`src/rtl/ifft8_if.sv`:
```
// Streaming handshake bundle for the 8-point sequential IFFT.
// Bins enter on the in_* side, time samples leave on the out_* side.
interface ifft8_if;
  logic       in_valid;
  logic       in_ready;
  logic [7:0] xr;
  logic [7:0] xi;
  logic       out_valid;
  logic       out_ready;
  logic [7:0] yr;
  logic [7:0] yi;
  logic [2:0] out_idx;

  modport slave (
    input  in_valid, xr, xi, out_ready,
    output in_ready, out_valid, yr, yi, out_idx
  );

  modport master (
    output in_valid, xr, xi, out_ready,
    input  in_ready, out_valid, yr, yi, out_idx
  );
endinterface

```
`src/rtl/ifft8_seq.sv`:
```
// Sequential 8-point inverse FFT: bit-reversed load, one radix-2
// DIT butterfly per cycle in place, then natural-order unload.
module ifft8_seq (
  input  logic   clk,
  input  logic   rst,
  ifft8_if.slave bus
);
  typedef enum logic [1:0] {
    LOAD,
    COMPUTE,
    UNLOAD
  } state_t;

  state_t st;
  logic [2:0] ld_cnt;
  logic [3:0] bf_cnt;
  logic       in_ready;
  logic       out_valid;
  logic [7:0] yr;
  logic [7:0] yi;
  logic [2:0] out_idx;

  logic signed [11:0] mr [8];
  logic signed [11:0] mi [8];

  logic [1:0] stg;
  logic [1:0] bfly;
  logic [2:0] top;
  logic [2:0] bot;
  logic [1:0] tw;
  logic signed [9:0] wr;
  logic signed [9:0] wi;
  logic signed [11:0] ar;
  logic signed [11:0] ai;
  logic signed [11:0] br;
  logic signed [11:0] bi;
  logic signed [22:0] pr;
  logic signed [22:0] pi;
  logic signed [11:0] tr;
  logic signed [11:0] ti;
  logic [2:0] nxt;
  logic [2:0] ld_addr;

  assign bus.in_ready  = in_ready;
  assign bus.out_valid = out_valid;
  assign bus.yr        = yr;
  assign bus.yi        = yi;
  assign bus.out_idx   = out_idx;

  assign stg     = bf_cnt[3:2];
  assign bfly    = bf_cnt[1:0];
  assign nxt     = out_idx + 3'd1;
  assign ld_addr = {ld_cnt[0], ld_cnt[1], ld_cnt[2]};

  // Pair addresses and twiddle exponent for stage stg, butterfly bfly.
  always_comb begin
    top = '0;
    bot = '0;
    tw  = '0;
    unique case (stg)
      2'd0: begin
        top = {bfly, 1'b0};
        bot = {bfly, 1'b1};
        tw  = 2'd0;
      end
      2'd1: begin
        top = {bfly[1], 1'b0, bfly[0]};
        bot = {bfly[1], 1'b1, bfly[0]};
        tw  = {bfly[0], 1'b0};
      end
      default: begin
        top = {1'b0, bfly};
        bot = {1'b1, bfly};
        tw  = bfly;
      end
    endcase
  end

  always_comb begin
    wr = 10'sd256;
    wi = 10'sd0;
    unique case (tw)
      2'd0: begin wr = 10'sd256;  wi = 10'sd0;   end
      2'd1: begin wr = 10'sd181;  wi = 10'sd181; end
      2'd2: begin wr = 10'sd0;    wi = 10'sd256; end
      default: begin
        wr = -10'sd181;
        wi = 10'sd181;
      end
    endcase
  end

  assign ar = mr[top];
  assign ai = mi[top];
  assign br = mr[bot];
  assign bi = mi[bot];

  assign pr = 23'(br) * 23'(wr) - 23'(bi) * 23'(wi);
  assign pi = 23'(br) * 23'(wi) + 23'(bi) * 23'(wr);

  assign tr = (tw == 2'd0) ? br : 12'(pr >>> 8);
  assign ti = (tw == 2'd0) ? bi : 12'(pi >>> 8);

  function automatic logic [7:0] sat8(input logic signed [11:0] v);
    logic signed [8:0] s;
    s = 9'(v >>> 3);
    if (s > 9'sd127) return 8'h7f;
    if (s < -9'sd128) return 8'h80;
    return s[7:0];
  endfunction

  always_ff @(posedge clk) begin
    if (rst) begin
      st        <= LOAD;
      ld_cnt    <= '0;
      bf_cnt    <= '0;
      in_ready  <= 1'b1;
      out_valid <= 1'b0;
      yr        <= '0;
      yi        <= '0;
      out_idx   <= '0;
    end else begin
      unique case (st)
        LOAD: begin
          if (bus.in_valid) begin
            mr[ld_addr] <= {{4{bus.xr[7]}}, bus.xr};
            mi[ld_addr] <= {{4{bus.xi[7]}}, bus.xi};
            ld_cnt      <= ld_cnt + 3'd1;
            if (ld_cnt == 3'd7) begin
              st       <= COMPUTE;
              in_ready <= 1'b0;
              bf_cnt   <= '0;
            end
          end
        end
        COMPUTE: begin
          mr[top] <= ar + tr;
          mi[top] <= ai + ti;
          mr[bot] <= ar - tr;
          mi[bot] <= ai - ti;
          bf_cnt  <= bf_cnt + 4'd1;
          // Address 0 is final after the first stage-2 butterfly.
          if (bf_cnt == 4'd11) begin
            st        <= UNLOAD;
            out_valid <= 1'b1;
            out_idx   <= '0;
            yr        <= sat8(mr[0]);
            yi        <= sat8(mi[0]);
          end
        end
        UNLOAD: begin
          if (bus.out_ready) begin
            if (out_idx == 3'd7) begin
              st        <= LOAD;
              out_valid <= 1'b0;
              in_ready  <= 1'b1;
              ld_cnt    <= '0;
              out_idx   <= '0;
            end else begin
              out_idx <= nxt;
              yr      <= sat8(mr[nxt]);
              yi      <= sat8(mi[nxt]);
            end
          end
        end
        default: begin
          st        <= LOAD;
          in_ready  <= 1'b1;
          out_valid <= 1'b0;
        end
      endcase
    end
  end
endmodule

```
`src/flat_wrapper.sv`:
```
// flat-port wrapper written by rule: the top's interface ports become plain ports
module ifft8_seq_flat 
  (clk, rst, bus_in_valid, bus_xr, bus_xi, bus_out_ready, bus_in_ready, bus_out_valid, bus_yr, bus_yi, bus_out_idx);
  ifft8_if bus_i ();
  input  logic clk;
  input  logic rst;
  input wire logic [$bits(bus_i.in_valid)-1:0] bus_in_valid;
  input wire logic [$bits(bus_i.xr)-1:0] bus_xr;
  input wire logic [$bits(bus_i.xi)-1:0] bus_xi;
  input wire logic [$bits(bus_i.out_ready)-1:0] bus_out_ready;
  output wire logic [$bits(bus_i.in_ready)-1:0] bus_in_ready;
  output wire logic [$bits(bus_i.out_valid)-1:0] bus_out_valid;
  output wire logic [$bits(bus_i.yr)-1:0] bus_yr;
  output wire logic [$bits(bus_i.yi)-1:0] bus_yi;
  output wire logic [$bits(bus_i.out_idx)-1:0] bus_out_idx;
  assign bus_i.in_valid = bus_in_valid;
  assign bus_i.xr = bus_xr;
  assign bus_i.xi = bus_xi;
  assign bus_i.out_ready = bus_out_ready;
  assign bus_in_ready = bus_i.in_ready;
  assign bus_out_valid = bus_i.out_valid;
  assign bus_yr = bus_i.yr;
  assign bus_yi = bus_i.yi;
  assign bus_out_idx = bus_i.out_idx;
  ifft8_seq u_core (.clk(clk), .rst(rst), .bus(bus_i));
endmodule
```
`config.mk`:
```
export PLATFORM = sky130hd
export DESIGN_NAME = ifft8_seq_flat
export DESIGN_NICKNAME = d
export VERILOG_FILES = /design/src/rtl/ifft8_if.sv /design/src/rtl/ifft8_seq.sv /design/src/flat_wrapper.sv
export SDC_FILE = /design/constraint.sdc
export NUM_CORES = 1
export LEC_CHECK = 0
export CORE_MARGIN = 2
export CORE_UTILIZATION = 25
export CTS_BUF_LIST = sky130_fd_sc_hd__clkbuf_8
export DETAILED_ROUTE_END_ITERATION = 8
export SLEW_MARGIN = 10
export SYNTH_ARGS = -nofsm -noshare
export SYNTH_HDL_FRONTEND = slang
export SYNTH_SLANG_ARGS = --single-unit
```
`constraint.sdc`:
```
create_clock -name clk -period 10.4 [get_ports clk]
set_input_delay 2.08 -clock clk [delete_from_list [all_inputs] [get_ports clk]]
set_output_delay 2.08 -clock clk [all_outputs]
set_load 0.03 [all_outputs]
```
==> results of run 1 <==
## cells in the final DEF, fill, tap and decap left out, types with 16 or more instances in the layout
cell	instances
fa_1	334
edfxtp_1	192
o22ai_1	33
mux2i_1	26
clkbuf_8	42
o21ai_0	58
xnor2_1	85
o21bai_1	21
nand2_1	186
xor2_1	16
dfxtp_1	25
nor3_1	20
a21o_1	20
nor2_1	264
buf_4	122
mux4_2	84
ha_1	239
nand2b_1	30
mux2_2	46
and2_1	32
clkdlybuf4s50_1	40
a21oi_1	232
inv_1	540
nor2b_1	27
## registers in the layout, summed over array words and instances, names as in the netlist
name / flops
u_core.bus.out_valid: 1
u_core.st: 2
u_core.bus.out_idx: 3
u_core.mr: 96
u_core.bus.in_ready: 1
u_core.mi: 96
u_core.bf_cnt: 4
u_core.ld_cnt: 3
u_core.bus.yi: 8
u_core.bus.yr: 8
## power by group through the flow
stage	clock (mW)	combinational (mW)	sequential (mW)
2_1_floorplan	0	0.112	1.00
6_report	0.773	0.180	0.987
3_3_place_gp	0	0.173	1.00
3_5_place_dp	0	0.175	1.01
5_1_grt	0.809	0.198	0.987
4_1_cts	0.773	0.176	0.987
## routing by layer
metal	vias to the layer above	global-route usage (%)	wire [um]
li1	9784	-	-
met1	10900	21.3	38200
met2	1122	25.5	42200
met3	212	3.39	8980
met4	0	6.05	3800
met5	-	0	0
## final timing paths
check	to	start	slack (ns)
max reg2reg	u_core.mr[5][9]	u_core.bf_cnt[1]	0.36
min	u_core.bus.yr[7]	u_core.bus.yr[7]	0.47
max	u_core.mr[5][9]	u_core.bf_cnt[1]	0.36
min reg2reg	u_core.bus.yr[7]	u_core.bus.yr[7]	0.47
## worst register-to-register path: cells and delay by family, from the launching register on
kind | cells | cell delay, ns
multiplexers | 1 | 0.30
AO/OA/AOI/OAI | 11 | 2.86
AND/OR/NAND/NOR | 3 | 0.78
XOR/XNOR | 2 | 0.25
flip-flops | 1 | 0.46
adder cells (fa/ha/maj) | 9 | 3.88
buffers and inverters | 6 | 1.22
## logic make-up (layout without fill, tap and decap cells)
family,after synthesis,after routing,synth area share [%]
AOI/OAI and AO/OA,525,525,11.6
xor gates and xnor gates,106,106,3.37
adders and majority gates,577,577,34.3
buffers and inverters,642,755,8.68
DFF,222,222,22.4
muxes,156,156,9.41
other,0,1,0
and+or+nand+nor,644,644,10.2
## repair_timing
action	4_1_cts	5_1_grt
buffers inserted	0	3
setup endpoints to repair	31	80
pin swaps	0	3
gates resized for setup	2	37
## metrics by stage
step                      setup slack (ns)  power (mW)  std cells  hold slack, ns  cell area (um2)
after floorplan                      0.497        1.11       2872           0.492            28400
after global placement              -0.107        1.18       4411           0.460            31200
after detailed placement            -0.191        1.18       4411           0.479            31200
after CTS                           0.0569        1.94       4482           0.485            31900
after global routing               -0.0147        1.99       4486           0.525            32000
final                                0.361        1.94       4486           0.473            32000
## final cells by class
class,count,area [um2]
Antenna cell,1,2.50
Clock buffer,42,578
Clock inverter,29,136
Fill cell,11800,80500
Inverter,518,1940
Multi-Input combinational cell,2008,19700
Sequential cell,222,6370
Tap cell,1500,1880
Timing Repair Buffer,166,1380
==> metrics.md, run 1 <==
| Metric | Value |
|---|---|
| Status | completed |
| Yosys cell types | 86 |
| Total negative slack | 0 ns |
| Largest net degree at the start of global routing | 42 |
| Critical path depth | 32 |
| Cell taking the most area after synthesis | fa_1 |
| Cell count after synthesis | 2872 |
| P_int | 1.44 mW |
| Row cnt | 123 |
| Initial antenna violation count | 3 |
| Minimum clock period | 10.04 ns |
| Share of layout cells above drive strength 1 | 12.8% |
| Area share of the largest cell type after synthesis | 23.6% |
| Core Region | 112000 um2 |
| Pwr dens | 60.6 nW/um2 |
| Sw Ratio | 25.6% |
| First-pass GRT wire length | 141000 um |
| Initial Util | 25.2% |
| Syn Area/Cell | 9.88 um2 |
| Via count | 22000 |
| Routed Antenna Nets | 0 |
| Synth warn | 0 |
| Die area | 116000 um2 |
| CTS Buffer Depth | 3 |
| DRC Markers | 0 |
| H-tree levels | 2 |
| Seq pwr share | 50.9% |
| CTS Buf Count | 40 |
| Clock Skew | 0.0305 ns |
| CP Buf/Inv Count | 6 |
| Comb power frac | 9.3% |
| Leak Pwr | 14.2 nW |
| Cell Area, Synth | 28400 um2 |
| Largest cells by area after synthesis | fa_1 (24%), edfxtp_1 (20%), ha_1 (11%), inv_1 (6.8%), mux4_2 (6.7%) |
| Crit Path Max Fanout | 20 |
| DR iter-0 viols | 2456 |
| Count leader, synth | inv_1 |
| CP max-delay cell | a21oi_1 |
| Slew Limit Fails | 0 |
| Async SR Flop Fraction | 0% |
| Root Buffer | clkbuf_8 |
| Synth-to-Final Area Change | 12.9% |
| Post-synth EDFFs | 192 |
| #FFs+latches synth | 222 |
| Period Utilization, post-route | 96.5% |
| Final Hold Viols | 0 |
| Crit end category | flop |
| Max stage delay on crit path | 0.79 ns |
| Clock power share | 39.8% |
| R2r worst-path depth | 32 |
| Final Setup Violations | 0 |
| CTS Sinks | 222 |
| HP Class | reg -> reg |
| HPWL after DPL | 72100 um |
| Max_cap viols | 0 |
| Nets | 3553 |
| # port buffers | 40 |
| Synth cell count leaders | inv_1 (516), fa_1 (334), nor2_1 (269), ha_1 (243), a21oi_1 (237) |
| Vias/cell | 4.91 |
| CTS tree | done |
| Io pins | 41 |
| Gpl congestion | 0.909 |
| Critical path class | reg -> reg |
| Worst path required time | 10.67 ns |
| Vias in the first global route | 22700 |
| Worst setup SP type | flop |
| Critical Path AT | 10.31 ns |
| Mapped Nets | 3469 |
| Total track usage | 16.0% |
| Hold-fix buffers, CTS | 0 |
| Worst-Skew Late Latency | 0.58 ns |
| Avg WL per Cell | 20.8 um |
| Max Freq | 99.6 MHz |
| Seq/Total Area, Yosys | 22.4% |
| CP top delay family | adder cells |
| Final Util | 28.5% |
| Library cell appearing most often on the critical path | fa_1 |
| Reg clk slew, reported paths | 0.06 ns |
| Slew HR | 22.8% |
| Die width | 341 um |
| WHS Path Cells | 2 |
| Die height | 341 um |
| Tightest Pin Transition | 1.16 ns |
| GRT overflow | 0 |
| Routed wire length | 93200 um |
| Sw power | 497 uW |
| First drt pass iteration count | 6 |
| Maximum VDD drop | 0.0799 mV |
| Synth Flop Type | edfxtp_1 |
No activity file was read; power rests on OpenSTA's default activity.
==> run 2, diff against run 1 <==
REMOVE_ABC_BUFFERS = 1   (was default)
==> metrics.md, run 2 (same netlist as run 1, synthesis figures left out) <==
| Metric | Value |
|---|---|
| Die width | 341 um |
| Grt peak-use layer | met2 |
| Library cell appearing most often on the critical path | fa_1 |
| CTS Buf Count | 39 |
| Worst hold slack | 0.458 ns |
| Synth-to-Final Area Change | 13.4% |
| Final Util | 28.6% |
| CTS tree | done |
| Commonest cells after routing, fill and taps aside | inv_1 (533), fa_1 (334), nor2_1 (263) |
| Max stage delay on crit path | 0.69 ns |
| HP Class | reg -> reg |
| Via count | 21900 |
| Critical Path AT | 10.20 ns |
| Commonest non-fill, non-tap cell in the layout | inv_1 |
| CP startpoint | u_core.bf_cnt[3] |
| Hold-fix buffers, CTS | 0 |
| CTS Sinks | 222 |
| Minimum clock period | 9.92 ns |
| Die height | 341 um |
| Worst setup SP type | flop |
| Total power | 1.90 mW |
| Total track usage | 15.6% |
| Hold Crit Start | u_core.bus.yr[7] |
| DRC Markers | 0 |
| Core Region | 112000 um2 |
| Nets | 3563 |
| Share of layout cells above drive strength 1 | 13.5% |
| Slew HR | 23.4% |
| Post-route cell area | 32200 um2 |
| Slew Limit Fails | 0 |
| CP top delay family | adder cells |
| HPWL after DPL | 70900 um |
| Pwr dens | 59.2 nW/um2 |
| Initial Util | 25.2% |
| Crit end category | flop |
| Placed cell areas | 31200 um2 |
| Tightest Pin Transition | 1.15 ns |
| Status | completed |
| CTS Buffer Depth | 3 |
| Worst-Skew Late Latency | 0.58 ns |
| Die area | 116000 um2 |
| Total negative slack | 0 ns |
| GRT met1 Usage | 20.4% |
| Leak Pwr | 14.3 nW |
| Routed Antenna Nets | 0 |
| Initial antenna violation count | 1 |
| Maximum VDD drop | 0.0809 mV |
| Vias in the first global route | 22400 |
| Routed wire length | 91400 um |
| Avg WL per Cell | 20.3 um |
| GRT overflow | 0 |
| Met3 GRT Util | 3.87% |
| Final Hold Viols | 0 |
| Root Buffer | clkbuf_8 |
| H-tree levels | 2 |
| Clock Skew | 0.0247 ns |
| CP max-delay cell | or4_4 |
| First-pass GRT wire length | 138000 um |
| Io pins | 41 |
| Critical path class | reg -> reg |
| DR iter-0 viols | 2173 |
| GR met2 Demand/Resource | 25.3% |
| Period Utilization, post-route | 95.4% |
| CP Buf/Inv Count | 7 |
| Number of fill cells in the layout | 11700 |
| Worst path required time | 10.68 ns |
| Startpoint of the worst register-to-register path | u_core.bf_cnt[3] |
| # port buffers | 40 |
| Largest regs | u_core.mi (96), u_core.mr (96) |
| Max Freq | 101 MHz |
| Max_cap viols | 0 |
| Row cnt | 123 |
| Vias/cell | 4.88 |
| Reg clk slew, reported paths | 0.06 ns |
| Crit Path Max Fanout | 18 |
| Diodes inserted | 0 |
| Largest net degree at the start of global routing | 42 |
| First drt pass iteration count | 6 |
| Gpl congestion | 0.901 |
| Final Setup Violations | 0 |
run 2: cell types whose count changed in the layout (fill, tap and decap cells not counted), moves of 3 or more:
| cell | change |
|---|---|
| clkinv_1 | +3 |
| buf_4 | +9 |
| a21oi_2 | +6 |
| a21oi_1 | -6 |
| o21ai_0 | -3 |
| inv_1 | -7 |
| o21ai_1 | +3 |
run 2: metal layers:
| metal | up-vias | share of wire [%] |
|---|---|---|
| met5 | - | 0 |
| li1 | 9822 | - |
| met1 | 10900 | 40 |
| met2 | 1036 | 47 |
| met4 | 0 | 3.4 |
| met3 | 174 | 10 |
run 2: final timing paths:
check / endpoint / slack [ns] / depth (start not counted)
worst max-delay path: u_core.mi[3][11] / 0.48 / 37
worst min-delay path: u_core.bus.yr[7] / 0.46 / 2
worst max register to register: u_core.mi[3][11] / 0.48 / 37
worst min register to register: u_core.bus.yr[7] / 0.46 / 2
run 2: where the power goes:
part	internal [mW]	total [mW]	switching (mW)
Clock	0.361	0.735	0.373
Combinational	0.0721	0.183	0.111
Sequential	0.978	0.987	0.00956
Total	1.41	1.90	0.494
run 2: what timing repair did:
item | 4_1_cts | 5_1_grt
buffers inserted | 0 | 4
cloned | 0 | 1
resized for setup | 3 | 55
endpoints found under the setup margin | 18 | 79
pin swaps | 0 | 7
run 2: cell type report:
class	count	area [um2]	share of cell area, %
inverter	518	1940	6.04
clock inverter	27	104	0.323
tap	1500	1880	5.83
multi-input combinational	2008	19800	61.6
clock buffer	41	564	1.75
sequential	222	6370	19.8
timing repair buffer	177	1490	4.63
run 2: through the flow:
| stage | setup slack (ns) | instances |
|---|---|---|
| after global routing | -0.0778 | 4493 |
| after detailed placement | -0.131 | 4420 |
| after CTS | 0.0667 | 4488 |
| final | 0.481 | 4493 |
| after global placement | 0.0281 | 4420 |
| after floorplan | -0.390 | 2748 |
run 2: worst register-to-register path: cells and delay by family, from the launching register on:
| family | cells | cell delay [ns] |
|---|---|---|
| adder cells (fa/ha/maj) | 9 | 3.39 |
| AO/OA/AOI/OAI | 11 | 2.40 |
| AND/OR/NAND/NOR | 7 | 1.83 |
| buffers and inverters | 7 | 1.05 |
| flip-flops | 1 | 0.37 |
| multiplexers | 1 | 0.33 |
| XOR/XNOR | 2 | 0.24 |
==> run 3, diff against run 2 <==
CORE_ASPECT_RATIO = 0.75   (was default)
==> metrics.md, run 3 (same netlist as run 1, synthesis figures left out) <==
| Metric | Value |
|---|---|
| Hold endpoint | u_core.bus.yr[7] |
| Critical path class | reg -> reg |
| Final Setup Violations | 0 |
| Leak Pwr | 14.4 nW |
| Sw power | 498 uW |
| Total track usage | 16.1% |
| Clock power share | 39.1% |
| Crit end category | flop |
| Period Utilization, post-route | 96.5% |
| CTS Sinks | 222 |
| Root Buffer | clkbuf_8 |
| CTS Buf Count | 36 |
| Avg WL per Cell | 20.4 um |
| Largest regs | u_core.mi (96), u_core.mr (96) |
| Io pins | 41 |
| Share of layout cells above drive strength 1 | 13.8% |
| CP max-delay cell | fa_1 |
| Number of fill cells in the layout | 11700 |
| Nets | 3589 |
| Worst r2r dst | u_core.mi[5][11] |
| CTS Buffer Depth | 3 |
| Tightest Pin Transition | 1.28 ns |
| Hold-fix buffers, CTS | 0 |
| Die height | 296 um |
| Diodes inserted | 0 |
| Routed Antenna Nets | 0 |
| H-tree levels | 2 |
| Sw Ratio | 25.9% |
| Die area | 116000 um2 |
| Status | completed |
| Maximum VDD drop | 0.0599 mV |
| Comb power frac | 9.5% |
| Pre-CTS setup slack | -0.158 ns |
| Initial Util | 25.3% |
| Reg clk slew, reported paths | 0.06 ns |
| Max_cap viols | 0 |
| Minimum clock period | 10.03 ns |
| Reg area | 6370 um2 |
| DRC Markers | 0 |
| # port buffers | 40 |
| Slack of the worst reg-to-reg path | 0.37 ns |
| Library cell appearing most often on the critical path | fa_1 |
| Area of the multi-input gates | 19700 um2 |
| Startpoint of the worst register-to-register path | u_core.bf_cnt[0] |
| Final Hold Viols | 0 |
| Die width | 393 um |
| Max stage delay on crit path | 0.54 ns |
| Vias/cell | 4.90 |
| First drt pass iteration count | 6 |
| DR iter-0 viols | 2658 |
| First-pass GRT wire length | 142000 um |
| R2r worst-path depth | 38 |
| Initial antenna violation count | 2 |
| HP Class | reg -> reg |
| Worst setup SP type | flop |
| Slew HR | 14.6% |
| Critical Path AT | 10.31 ns |
| Vias in the first global route | 22300 |
| WHS Path Cells | 2 |
| Hold Crit Start | u_core.bus.yr[7] |
| Largest net degree at the start of global routing | 40 |
| Worst hold slack | 0.457 ns |
| Final Worst Setup Slack | 0.366 ns |
| GRT overflow | 0 |
| P_int | 1.42 mW |
| Routed wire length | 92400 um |
| HPWL after DPL | 73400 um |
| Row cnt | 106 |
| Slew Limit Fails | 0 |
| CTS tree | done |
| Seq pwr share | 51.4% |
| Clock Skew | 0.0287 ns |
| Total negative slack | 0 ns |
| Worst path required time | 10.67 ns |
| Max Freq | 99.7 MHz |
| Commonest cells after routing, fill and taps aside | inv_1 (527), fa_1 (334), nor2_1 (267) |
| Synth-to-Final Area Change | 13.9% |
| Core Region | 112000 um2 |
| Commonest non-fill, non-tap cell in the layout | inv_1 |
| Crit Path Max Fanout | 12 |
| Pwr dens | 59.4 nW/um2 |
| Worst-Skew Late Latency | 0.56 ns |
| Via count | 22200 |
| Gpl congestion | 0.935 |
run 3: cell count changes in the layout (fill, tap and decap cells not counted), sizes merged:
cell	change
bufinv	+1
clkbuf	-3
inv	-5
clkinv	-1
buf	+30
run 3: routing by layer:
metal  global-route usage (%)  vias up  wire length, um  part of all wire (%)
met5                        0        -               26                 0.028
met4                     3.64        4             2280                   2.5
met3                     3.60      150             9840                    11
met2                     22.7     1147            37800                    41
met1                     24.5    11000            42500                    46
li1                         -     9852                -                     -
run 3: worst max-delay path by stage:
stage               depth (start not counted)        startpoint  slack [ns]                to
global placement                           33  u_core.bf_cnt[1]       -0.02  u_core.mr[3][11]
global route                               42  u_core.bf_cnt[1]      -0.005  u_core.mr[1][10]
floorplan                                  37  u_core.bf_cnt[3]       -0.39  u_core.mi[3][11]
CTS                                        39  u_core.bf_cnt[1]        0.08  u_core.mi[2][10]
finish                                     38  u_core.bf_cnt[0]        0.37  u_core.mi[5][11]
detailed placement                         40  u_core.bf_cnt[1]       -0.16  u_core.mr[3][10]
run 3: area by class of cell:
type	instances	share of cell area (%)
Multi-Input combinational cell	2008	61.1
Inverter	518	6.02
Sequential cell	222	19.7
Clock buffer	39	1.66
Timing Repair Buffer	206	5.28
Tap cell	1512	5.86
Clock inverter	22	0.364
run 3: critical path: cells and delay by family (launching register included):
kind                     cells  cell delay (ns)
adder cells (fa/ha/maj)      9             3.77
flip-flops                   1             0.37
buffers and inverters        8             1.16
XOR/XNOR                     2             0.24
multiplexers                 1             0.27
AO/OA/AOI/OAI               12             2.69
AND/OR/NAND/NOR              6             1.22
run 3: stage by stage:
step | cells | total power, mW | utilization [%] | instance area [um2]
floorplan | 2748 | 1.11 | - | 27900
global placement | 4461 | 1.18 | 28.1 | 31500
detailed placement | 4461 | 1.18 | 28.1 | 31500
CTS | 4522 | 1.92 | 28.7 | 32100
global route | 4527 | 1.98 | 28.9 | 32300
finish | 4527 | 1.92 | 28.9 | 32300
run 3: timing repair:
| item | CTS | global route |
|---|---|---|
| setup buffers | 0 | 5 |
| pin swaps | 0 | 5 |
| setup endpoints to repair | 15 | 71 |
| resized for setup | 3 | 37 |
run 3: power groups by stage:
stage | combinational [mW] | sequential [mW] | clock (mW)
global route | 0.199 | 0.987 | 0.791
detailed placement | 0.176 | 1.01 | 0
CTS | 0.177 | 0.986 | 0.755
floorplan | 0.109 | 1.00 | 0
global placement | 0.173 | 1.01 | 0
finish | 0.182 | 0.987 | 0.750
